`src/rtl/mmio_io_ctrl_if.sv`:
```
`default_nettype none
// ============================================================================
// Module   : mmio_io_ctrl_if
// Brief    : Data-memory port bundle between the store/load path and MMIO.
// Revision : 1.0
// ============================================================================
interface mmio_io_ctrl_if #(
    parameter int DBITS = 16
);
    logic [DBITS-1:0] addr;
    logic [DBITS-1:0] wdata;
    logic             we;
    logic [DBITS-1:0] rdata;
    logic             hit;

    modport master (output addr, output wdata, output we, input rdata, input hit);
    modport slave  (input addr, input wdata, input we, output rdata, output hit);
endinterface
`default_nettype wire

```
`src/rtl/mmio_io_ctrl.sv`:
```
`default_nettype none
// ============================================================================
// Module   : mmio_io_ctrl
// Brief    : HEX/LED output registers, debounced KEY/SW inputs with press
//            events, and a millisecond timer in the FFF0..FFFE window.
// Revision : 1.0
// ============================================================================
module mmio_io_ctrl #(
    parameter int DBITS           = 16,
    parameter int DEBOUNCE_CYCLES = 50000,
    parameter int TICK_CYCLES     = 50000
) (
    input  wire logic         clk,
    input  wire logic         rst,
    mmio_io_ctrl_if.slave     bus,
    input  wire logic [3:0]   key,
    input  wire logic [9:0]   sw,
    output logic      [15:0]  hexout,
    output logic      [9:0]   ledrout,
    output logic      [7:0]   ledgout,
    output logic              keyirq
);
    localparam int c_DEB_W  = (DEBOUNCE_CYCLES > 1) ? $clog2(DEBOUNCE_CYCLES) : 1;
    localparam int c_TICK_W = (TICK_CYCLES > 1) ? $clog2(TICK_CYCLES) : 1;
    localparam logic [c_DEB_W-1:0]  c_DEB_LAST  = c_DEB_W'(DEBOUNCE_CYCLES - 1);
    localparam logic [c_DEB_W-1:0]  c_DEB_ONE   = c_DEB_W'(1);
    localparam logic [c_TICK_W-1:0] c_TICK_LAST = c_TICK_W'(TICK_CYCLES - 1);
    localparam logic [c_TICK_W-1:0] c_TICK_ONE  = c_TICK_W'(1);
    // Bits [3:0] are the active-low keys (idle high), [13:4] the switches.
    localparam logic [13:0] c_IN_RST = {10'b0, 4'hF};

    localparam logic [2:0] c_IDX_KEY  = 3'd0;
    localparam logic [2:0] c_IDX_SW   = 3'd1;
    localparam logic [2:0] c_IDX_EVT  = 3'd2;
    localparam logic [2:0] c_IDX_TMR  = 3'd3;
    localparam logic [2:0] c_IDX_HEX  = 3'd4;
    localparam logic [2:0] c_IDX_LEDR = 3'd5;
    localparam logic [2:0] c_IDX_LEDG = 3'd6;

    logic [13:0]         r_sync1;
    logic [13:0]         r_sync2;
    logic [13:0]         r_stable;
    logic [c_DEB_W-1:0]  r_cnt [14];
    logic [3:0]          r_key_prev;
    logic [3:0]          r_evt;
    logic                r_keyirq;
    logic [c_TICK_W-1:0] r_presc;
    logic [15:0]         r_timer;
    logic [15:0]         r_hex;
    logic [9:0]          r_ledr;
    logic [7:0]          r_ledg;

    logic                w_hit;
    logic                w_wr;
    logic [2:0]          w_idx;
    logic                w_tick;
    logic [3:0]          w_press;
    logic [3:0]          w_clr;
    logic [3:0]          w_evt_next;

    assign w_hit   = (bus.addr[15:4] == 12'hFFF);
    assign w_idx   = bus.addr[3:1];
    assign w_wr    = bus.we && w_hit;
    assign w_tick  = (r_presc == c_TICK_LAST);
    // A press is seen one cycle after the stable key value falls.
    assign w_press = r_key_prev & ~r_stable[3:0];
    assign w_clr   = (w_wr && (w_idx == c_IDX_EVT)) ? bus.wdata[3:0] : 4'b0;
    assign w_evt_next = (r_evt & ~w_clr) | w_press;

    always_ff @(posedge clk or posedge rst) begin
        if (rst) begin
            r_sync1  <= c_IN_RST;
            r_sync2  <= c_IN_RST;
            r_stable <= c_IN_RST;
            for (int i = 0; i < 14; i++) r_cnt[i] <= '0;
        end else begin
            r_sync1 <= {sw, key};
            r_sync2 <= r_sync1;
            for (int i = 0; i < 14; i++) begin
                if (r_sync2[i] == r_stable[i]) begin
                    r_cnt[i] <= '0;
                end else if (r_cnt[i] == c_DEB_LAST) begin
                    r_stable[i] <= r_sync2[i];
                    r_cnt[i]    <= '0;
                end else begin
                    r_cnt[i] <= r_cnt[i] + c_DEB_ONE;
                end
            end
        end
    end

    always_ff @(posedge clk or posedge rst) begin
        if (rst) begin
            r_key_prev <= 4'hF;
            r_evt      <= 4'h0;
            r_keyirq   <= 1'b0;
        end else begin
            r_key_prev <= r_stable[3:0];
            r_evt      <= w_evt_next;
            r_keyirq   <= |w_evt_next;
        end
    end

    // The prescaler free-runs; a timer store only overrides the count.
    always_ff @(posedge clk or posedge rst) begin
        if (rst) begin
            r_presc <= '0;
            r_timer <= 16'h0;
        end else begin
            r_presc <= w_tick ? '0 : (r_presc + c_TICK_ONE);
            if (w_wr && (w_idx == c_IDX_TMR)) begin
                r_timer <= bus.wdata[15:0];
            end else if (w_tick) begin
                r_timer <= r_timer + 16'h1;
            end
        end
    end

    always_ff @(posedge clk or posedge rst) begin
        if (rst) begin
            r_hex  <= 16'h0;
            r_ledr <= 10'h0;
            r_ledg <= 8'h0;
        end else if (w_wr) begin
            if (w_idx == c_IDX_HEX)  r_hex  <= bus.wdata[15:0];
            if (w_idx == c_IDX_LEDR) r_ledr <= bus.wdata[9:0];
            if (w_idx == c_IDX_LEDG) r_ledg <= bus.wdata[7:0];
        end
    end

    always_comb begin
        bus.rdata = DBITS'(16'hDEAD);
        if (w_hit) begin
            case (w_idx)
                c_IDX_KEY:  bus.rdata = DBITS'({12'b0, r_stable[3:0]});
                c_IDX_SW:   bus.rdata = DBITS'({6'b0, r_stable[13:4]});
                c_IDX_EVT:  bus.rdata = DBITS'({12'b0, r_evt});
                c_IDX_TMR:  bus.rdata = DBITS'(r_timer);
                c_IDX_HEX:  bus.rdata = DBITS'(r_hex);
                c_IDX_LEDR: bus.rdata = DBITS'({6'b0, r_ledr});
                c_IDX_LEDG: bus.rdata = DBITS'({8'b0, r_ledg});
                default:    bus.rdata = DBITS'(16'hDEAD);
            endcase
        end
    end

    assign bus.hit = w_hit;
    assign hexout  = r_hex;
    assign ledrout = r_ledr;
    assign ledgout = r_ledg;
    assign keyirq  = r_keyirq;
endmodule
`default_nettype wire

```
`src/flat_wrapper.sv`:
```
// flat-port wrapper written by rule: the top's interface ports become plain ports
module mmio_io_ctrl_flat 
#(
    parameter int DBITS           = 16,
    parameter int DEBOUNCE_CYCLES = 50000,
    parameter int TICK_CYCLES     = 50000
)
  (clk, rst, key, sw, hexout, ledrout, ledgout, keyirq, bus_addr, bus_wdata, bus_we, bus_rdata, bus_hit);
  mmio_io_ctrl_if #(.DBITS(DBITS)) bus_i ();
  input  wire logic clk;
  input  wire logic rst;
  input  wire logic [3:0] key;
  input  wire logic [9:0] sw;
  output logic      [15:0] hexout;
  output logic      [9:0] ledrout;
  output logic      [7:0] ledgout;
  output logic keyirq;
  input wire logic [$bits(bus_i.addr)-1:0] bus_addr;
  input wire logic [$bits(bus_i.wdata)-1:0] bus_wdata;
  input wire logic [$bits(bus_i.we)-1:0] bus_we;
  output wire logic [$bits(bus_i.rdata)-1:0] bus_rdata;
  output wire logic [$bits(bus_i.hit)-1:0] bus_hit;
  assign bus_i.addr = bus_addr;
  assign bus_i.wdata = bus_wdata;
  assign bus_i.we = bus_we;
  assign bus_rdata = bus_i.rdata;
  assign bus_hit = bus_i.hit;
  mmio_io_ctrl #(.DBITS(DBITS), .DEBOUNCE_CYCLES(DEBOUNCE_CYCLES), .TICK_CYCLES(TICK_CYCLES)) u_core (.clk(clk), .rst(rst), .bus(bus_i), .key(key), .sw(sw), .hexout(hexout), .ledrout(ledrout), .ledgout(ledgout), .keyirq(keyirq));
endmodule
```
`config.mk`:
```
export PLATFORM = sky130hd
export DESIGN_NAME = mmio_io_ctrl_flat
export DESIGN_NICKNAME = d
export VERILOG_FILES = /design/src/rtl/mmio_io_ctrl_if.sv /design/src/rtl/mmio_io_ctrl.sv /design/src/flat_wrapper.sv
export SDC_FILE = /design/constraint.sdc
export NUM_CORES = 1
export LEC_CHECK = 0
export CORE_ASPECT_RATIO = 1.75
export CORE_MARGIN = 2
export CORE_UTILIZATION = 45
export DETAILED_ROUTE_END_ITERATION = 6
export HOLD_SLACK_MARGIN = 0.1
export SETUP_SLACK_MARGIN = 0.4
export SYNTH_ARGS = -nofsm -noshare
export SYNTH_HDL_FRONTEND = slang
export SYNTH_SLANG_ARGS = --single-unit
export TNS_END_PERCENT = 30
```
`constraint.sdc`:
```
create_clock -name clk -period 14.8 [get_ports clk]
set_clock_uncertainty 0.1 [all_clocks]
set_input_delay 1.48 -clock clk [delete_from_list [all_inputs] [get_ports clk]]
set_output_delay 1.48 -clock clk [all_outputs]
set_load 0.1 [all_outputs]
```
==> results of run 1 <==
-- Yosys cell counts, types with 16 or more instances --
cell type	count	share of area
sky130_fd_sc_hd__dfrtp_1	325	0.52
sky130_fd_sc_hd__nor2_1	313	0.075
sky130_fd_sc_hd__xnor2_1	168	0.093
sky130_fd_sc_hd__nand2_1	99	0.024
sky130_fd_sc_hd__nand3_1	74	0.023
sky130_fd_sc_hd__xor2_1	71	0.039
sky130_fd_sc_hd__nor3_1	67	0.021
sky130_fd_sc_hd__and3_1	66	0.026
sky130_fd_sc_hd__inv_1	59	0.014
sky130_fd_sc_hd__mux2_2	50	0.036
sky130_fd_sc_hd__nand4_1	39	0.015
sky130_fd_sc_hd__a21oi_1	21	0.0067
sky130_fd_sc_hd__clkbuf_1	19	0.0045
sky130_fd_sc_hd__dfstp_2	16	0.027
sky130_fd_sc_hd__ha_1	16	0.013
-- layer usage --
| metal | vias up | share of wire | wire [µm] | global-route usage |
|---|---|---|---|---|
| li1 | 5318 | - | - | - |
| met1 | 5344 | 0.41 | 13800 | 0.223 |
| met2 | 173 | 0.51 | 17000 | 0.337 |
| met3 | 56 | 0.044 | 1470 | 0.0380 |
| met4 | 2 | 0.031 | 1020 | 0.0644 |
| met5 | - | 0.00033 | 11 | 0 |
-- registers in the layout, summed over array words and instances, names as in the netlist, 4 cells and up --
signal	count
u_core.hexout	16
u_core.ledgout	8
u_core.ledrout	10
u_core.r_cnt	224
u_core.r_evt	4
u_core.r_key_prev	4
u_core.r_presc	16
u_core.r_stable	14
u_core.r_sync1	14
u_core.r_sync2	14
u_core.r_timer	16
-- how the worst min path moves through the flow --
stage	cells past startpoint	endpoint	slack (ps)	start
2_1_floorplan	0	u_core.r_sync2[10]	230	u_core.r_sync1[10]
3_3_place_gp	0	u_core.r_sync2[5]	230	u_core.r_sync1[5]
3_5_place_dp	0	u_core.r_sync2[11]	240	u_core.r_sync1[11]
4_1_cts	0	u_core.r_sync2[11]	240	u_core.r_sync1[11]
5_1_grt	0	u_core.r_sync2[11]	260	u_core.r_sync1[11]
6_report	0	u_core.r_sync2[11]	250	u_core.r_sync1[11]
-- final cells by class --
type,instances,share of cell area
well taps,460,0.0313
repair buffers,105,0.0564
clock buffers,53,0.0575
multi-input cells,1096,0.373
flip-flops and latches,341,0.466
inverters,59,0.0125
clock inverters,6,0.00368
-- power by group through the flow --
stage,registers [mW],logic [mW],clock network [mW]
final,0.956,0.0705,0.866
after global routing,0.957,0.0814,0.937
after CTS,0.956,0.0730,0.896
after detailed placement,0.973,0.0727,0
after global placement,0.972,0.0718,0
after floorplan,0.971,0.0426,0
-- cells by family (layout without fill, tap and decap cells) --
group           Yosys count  count (layout)  synth area share
flops                   341             341             0.543
simple gates            721             721             0.220
fa+ha+maj                16              16            0.0127
xor+xnor                239             239             0.133
buf+inv                  92             223            0.0233
compound gates           57              57            0.0230
mux                      63              63            0.0456
==> reports/qor.txt, run 1 <==
===========================================================================================
Run status ................................................................... finished clean
Filler cell count in the final layout ........................................         3097
Area enclosed by the die boundary ............................................    36600 µm²
Commonest non-fill, non-tap cell in the layout ............................... sky130_fd_sc_hd__dfrtp_1
Clock latency on the worst-skew pair .........................................       520 ps
Primary FF master, synth ..................................................... sky130_fd_sc_hd__dfrtp_1
Total Power Consumption ......................................................      1.89 mW
Max-Slew Margin vs Limit .....................................................        0.216
Launching element of the worst setup path ....................................  bus_addr[2]
First-pass GRT wire length ...................................................     56600 µm
Worst setup EP type ..........................................................   output pin
Flops & latches, synth .......................................................          341
Cell type group with the largest total delay on the critical path ............ buffers and inverters
Utilization after layout .....................................................        0.533
Least-Margin Pin Slew ........................................................      1170 ps
Finished layout cell area ....................................................    18400 µm²
Part of the total power dissipated in the clock network ......................        0.458
# resized after CTS ..........................................................            0
EDFF count, synth ............................................................            0
Data required time of the worst path .........................................     13220 ps
Number of distinct library cells after synthesis .............................           51
Post-Synthesis Cells .........................................................         1529
Crit Path Max Fanout .........................................................           23
Starting density of the core .................................................        0.457
Setup repair after global routing missed its margin ..........................        false
Clock transition at path regs ................................................        60 ps
Multi-input combinational cell area ..........................................     6850 µm²
Router iterations before antenna repair ......................................            4
Post-route DRC ...............................................................            0
Synthesized net count ........................................................         1594
Critical register-to-register path startpoint ................................ u_core.r_presc[0]
Commonest cells after routing, fill and taps aside ........................... sky130_fd_sc_hd__dfrtp_1, sky130_fd_sc_hd__nor2_1, sky130_fd_sc_hd__xnor2_1
Number of design-rule violations left by the first detailed-router iteration .          515
Cell area after placement ....................................................    17200 µm²
Sw frac ......................................................................        0.217
Proportion of register bits with asynchronous set or reset after synthesis ...         1.00
Gp weighted congestion .......................................................        0.808
Detailed Place HPWL ..........................................................     23100 µm
CTS tree .....................................................................          yes
Cells on worst reg2reg path ..................................................            6
Relative area change from synthesis to final layout ..........................        16.5%
Syn. warnings ................................................................            0
Total Routed Length ..........................................................     33200 µm
Number of gates on the worst path with buffers counted .......................            5
Net load switching power .....................................................     0.411 mW
Number of max-cap violations .................................................            0
Mean number of vias per cell .................................................         5.14
Number of buffers on the longest clock path ..................................            3
Setup-failing EPs final ......................................................            0
Filler-free cell count of the finished design ................................         2120
Data arrival at the endpoint of the critical path ............................      5170 ps
Final Hold Violating Endpoints ...............................................            0
Crit share post-route ........................................................        0.456
Floorplan core area ..........................................................    34500 µm²
Die boundary width ...........................................................       145 µm
Post-synthesis cell area .....................................................    15800 µm²
Chip Height ..................................................................       252 µm
Routed length per placed instance ............................................      15.7 µm
All-layer global routing usage ...............................................        0.187
Antenna violations before repair .............................................            1
Category of the worst setup path launch point ................................   input port
Crit path largest cell delay .................................................      1180 ps
Fraction of final layout cells sized beyond drive strength 1 .................       0.0873
Type of the most critical hold path ..........................................      reg2reg
Sequential element share of the synthesized area .............................        0.543
Setup TNS ....................................................................         0 ps
Remaining antenna violation count ............................................            0
Flop-to-flop setup slack .....................................................     12470 ps
Maximum vdd drop .............................................................    0.0821 mV
Reg2reg end .................................................................. u_core.r_timer[13]
Maximum level of the CTS H-tree ..............................................            2
Max-slew violations ..........................................................            0
Post-Place Cells .............................................................         2061
Leakage ......................................................................      7.88 nW
Quantity of I/O buffers inserted on ports ....................................           99
Setup ws final ...............................................................      8050 ps
Post-layout minimum cycle time ...............................................      6750 ps
Endpoint of the most critical setup path ..................................... bus_rdata[8]
Net count of the finished layout .............................................         1702
Final global-route overflow total ............................................            0
CTS Root Cell ................................................................ sky130_fd_sc_hd__clkbuf_16
Number of buffers and inverters on the critical path .........................            2
Hold buffer count at CTS .....................................................            0
Area of all sequential standard cells ........................................     8550 µm²
Via count of the first global-routing pass ...................................        11464
Postcts setup bufs ...........................................................            0
Number of rows in the core area ..............................................           90
Type of the worst setup path .................................................       in2out
Ordered cell list for the critical path ...................................... clkdlybuf4s50_1 > nor3_2 > a22oi_1 > nor2_1 > clkdlybuf4s50_1
Sinks on Clock Net ...........................................................          341
Relative contribution of sequential cells to total power .....................        0.505
Average footprint of a synthesized cell ......................................     10.3 µm²
Vias .........................................................................        10893
Top-level I/O count ..........................................................          101
Worst Hold Slack .............................................................       247 ps
Dpl ws .......................................................................      8110 ps
Cell Int Power ...............................................................      1.48 mW
Peak clock frequency supported by timing .....................................    0.148 GHz
Number of antenna cells inserted .............................................            0
Areal power density over the cells ...........................................   103 nW/µm²
Max stage delay cell, worst path ............................................. sky130_fd_sc_hd__nor3_2
Gate power share .............................................................        0.037
Largest net degree at the start of global routing ............................          131
Crit path top cell by count .................................................. sky130_fd_sc_hd__clkdlybuf4s50_1
Cts bufs inserted ............................................................           34
===========================================================================================
Note: power is estimated with default switching activity, not from simulation.
==> run 2, diff against run 1 <==
- clock period: 14.8 -> 6.4 ns (I/O delays scaled with it)
==> reports/qor.txt, run 2 (synthesized netlist as in run 1, its figures left out) <==
===========================================================================================
Remaining antenna violation count ............................................            0   unchanged
Cts bufs inserted ............................................................           35   +2.9%
Crit path largest cell delay .................................................      1150 ps   -30 ps
Starting density of the core .................................................        0.457   unchanged
Area enclosed by the die boundary ............................................    36600 µm²   unchanged
CTS Root Cell ................................................................ sky130_fd_sc_hd__clkbuf_16
Sink of the worst hold path .................................................. u_core.r_sync2[5]
First-pass GRT wire length ...................................................     57500 µm   +1.6%
Via count of the first global-routing pass ...................................        11365   -0.86%
Number of gates on the worst path with buffers counted .......................            6   +1
Number of buffers on the longest clock path ..................................            3   unchanged
Maximum vdd drop .............................................................     0.229 mV   +180%
Worst setup EP type ..........................................................   output pin
Mean number of vias per cell .................................................         5.18   +0.86%
Ordered cell list for the critical path ...................................... clkdlybuf4s50_1 > and2_0 > nand2_1 > nand2_1 > a211o_1 > clkdlybuf4s50_1
Reg2reg end .................................................................. u_core.r_timer[14]
Fraction of final layout cells sized beyond drive strength 1 .................       0.0896   +0.00225
Cell type group with the largest total delay on the critical path ............ buffers and inverters
Worst Hold Slack .............................................................       250 ps   +3.21 ps
Min-Delay Path Depth .........................................................            0   unchanged
Top-level I/O count ..........................................................          101   unchanged
Commonest non-fill, non-tap cell in the layout ............................... sky130_fd_sc_hd__dfrtp_1
Post-route DRC ...............................................................            0   unchanged
Data required time of the worst path .........................................      5660 ps   -7560 ps
Setup repair after global routing missed its margin ..........................        false
Antenna violations before repair .............................................            2   +1
Peak clock frequency supported by timing .....................................    0.204 GHz
Areal power density over the cells ...........................................   241 nW/µm²   +130%
Clock transition at path regs ................................................        60 ps   about the same
Postcts setup bufs ...........................................................            0   unchanged
Critical register-to-register path startpoint ................................ u_core.r_presc[0]
Clock latency on the worst-skew pair .........................................       520 ps   about the same
Largest net degree at the start of global routing ............................          170   +30%
Category of the worst setup path launch point ................................   input port
Commonest cells after routing, fill and taps aside ........................... sky130_fd_sc_hd__dfrtp_1, sky130_fd_sc_hd__nor2_1, sky130_fd_sc_hd__xnor2_1
Setup TNS ....................................................................         0 ps   unchanged
Hold buffer count at CTS .....................................................            0   unchanged
Vias .........................................................................        11007   +1.0%
Max-Slew Margin vs Limit .....................................................        0.256   +0.0405
Post-layout minimum cycle time ...............................................      4900 ps
Net count of the finished layout .............................................         1703   +0.059%
CTS tree .....................................................................          yes
Leakage ......................................................................      7.91 nW   +0.27%
Detailed Place HPWL ..........................................................     23800 µm   +2.9%
Data arrival at the endpoint of the critical path ............................      4160 ps   -1010 ps
Max stage delay cell, worst path ............................................. sky130_fd_sc_hd__clkdlybuf4s50_1
# resized after CTS ..........................................................            0   unchanged
Max-slew violations ..........................................................            0   unchanged
Chip Height ..................................................................       252 µm   unchanged
Number of max-cap violations .................................................            0   unchanged
Sinks on Clock Net ...........................................................          341   unchanged
Maximum level of the CTS H-tree ..............................................            2   unchanged
Total Routed Length ..........................................................     34200 µm   +2.8%
Hold wc startpoint ........................................................... u_core.r_sync1[5]
Quantity of I/O buffers inserted on ports ....................................           99   unchanged
Cells on worst reg2reg path ..................................................            6   unchanged
Crit share post-route ........................................................        0.766
Type of the most critical hold path ..........................................      reg2reg
Flop-to-flop setup slack .....................................................      4080 ps   -8390 ps
Flip-flop count of the largest register after layout .........................          224   unchanged
Number of rows in the core area ..............................................           90   unchanged
Run status ................................................................... finished clean
Number of design-rule violations left by the first detailed-router iteration .          494   -4.1%
Number of buffers and inverters on the critical path .........................            2   unchanged
Router iterations before antenna repair ......................................            4   unchanged
All-layer global routing usage ...............................................        0.192   +0.00413
Floorplan core area ..........................................................    34500 µm²   unchanged
Largest reg by FF count ...................................................... u_core.r_cnt
Final global-route overflow total ............................................            0   unchanged
Final Hold Violating Endpoints ...............................................            0   unchanged
Least-Margin Pin Slew ........................................................      1110 ps   -60.4 ps
Crit Path Max Fanout .........................................................           23   unchanged
Die boundary width ...........................................................       145 µm   unchanged
Gp weighted congestion .......................................................        0.828   +2.5%
Relative area change from synthesis to final layout ..........................        16.9%
Type of the worst setup path .................................................       in2out
Routed length per placed instance ............................................      16.1 µm   +2.6%
Setup-failing EPs final ......................................................            0   unchanged
===========================================================================================
-- run 2: cell count changes in the layout (fill, tap and decap cells not counted), sizes merged --
cell and delta:
inv -1, bufinv +1, clkinv +3, clkdlybuf4s50 -1, clkbuf -1, clkinvlp +1
buf +1, diode +1
-- run 2: per-layer routing --
layer  GRT usage  up-vias  share of wire  wire length [µm]
li1            -     5328              -                 -
met1       0.227     5406           0.41             14000
met2       0.341      193           0.51             17400
met3      0.0344       76          0.041              1400
met4      0.0821        4          0.041              1410
met5           0        -        0.00073                25
-- run 2: cell type report --
cell class	instances	area, µm²
fillers	3138	16000
repair buffers	105	1060
clock inverters	10	109
flip-flops and latches	341	8550
multi-input cells	1096	6850
well taps	460	576
diodes	1	2.50
clock buffers	52	1040
inverters	59	225
-- run 2: per-stage QoR --
stage                     setup WS (ps)  cells  instance area (µm²)  power (mW)   util
after floorplan                    1110   1529                15800        2.34      -
after global placement             1510   2061                17300        2.42  0.501
after detailed placement           1480   2061                17300        2.42  0.501
after CTS                          1480   2123                18400        4.51  0.534
after global routing               1260   2123                18400        4.60  0.534
final                              1500   2124                18400        4.43  0.535
-- run 2: how the worst max path moves through the flow --
stage / start / to / slack, ps
2_1_floorplan: rst / u_core.hexout[0] / 1110
3_3_place_gp: bus_addr[2] / bus_rdata[8] / 1510
3_5_place_dp: bus_addr[2] / bus_rdata[8] / 1480
4_1_cts: bus_addr[2] / bus_rdata[8] / 1480
5_1_grt: bus_addr[2] / bus_rdata[8] / 1260
6_report: bus_addr[2] / bus_rdata[2] / 1500
-- run 2: worst reg2reg max path: stages, from the launching register on --
cell and delay [ps]:
sky130_fd_sc_hd__dfrtp_1 370, sky130_fd_sc_hd__ha_1 190, sky130_fd_sc_hd__and3_1 320, sky130_fd_sc_hd__nand4_2 460, sky130_fd_sc_hd__nor4_1 490, sky130_fd_sc_hd__xnor2_1 190
sky130_fd_sc_hd__a21oi_2 70
-- run 2: report_power, final --
group / total (mW) / switching, mW / internal [mW]
clock network: 2.06 / 0.845 / 1.21
logic: 0.164 / 0.105 / 0.0591
registers: 2.21 / 0.0218 / 2.19
total: 4.43 / 0.972 / 3.46
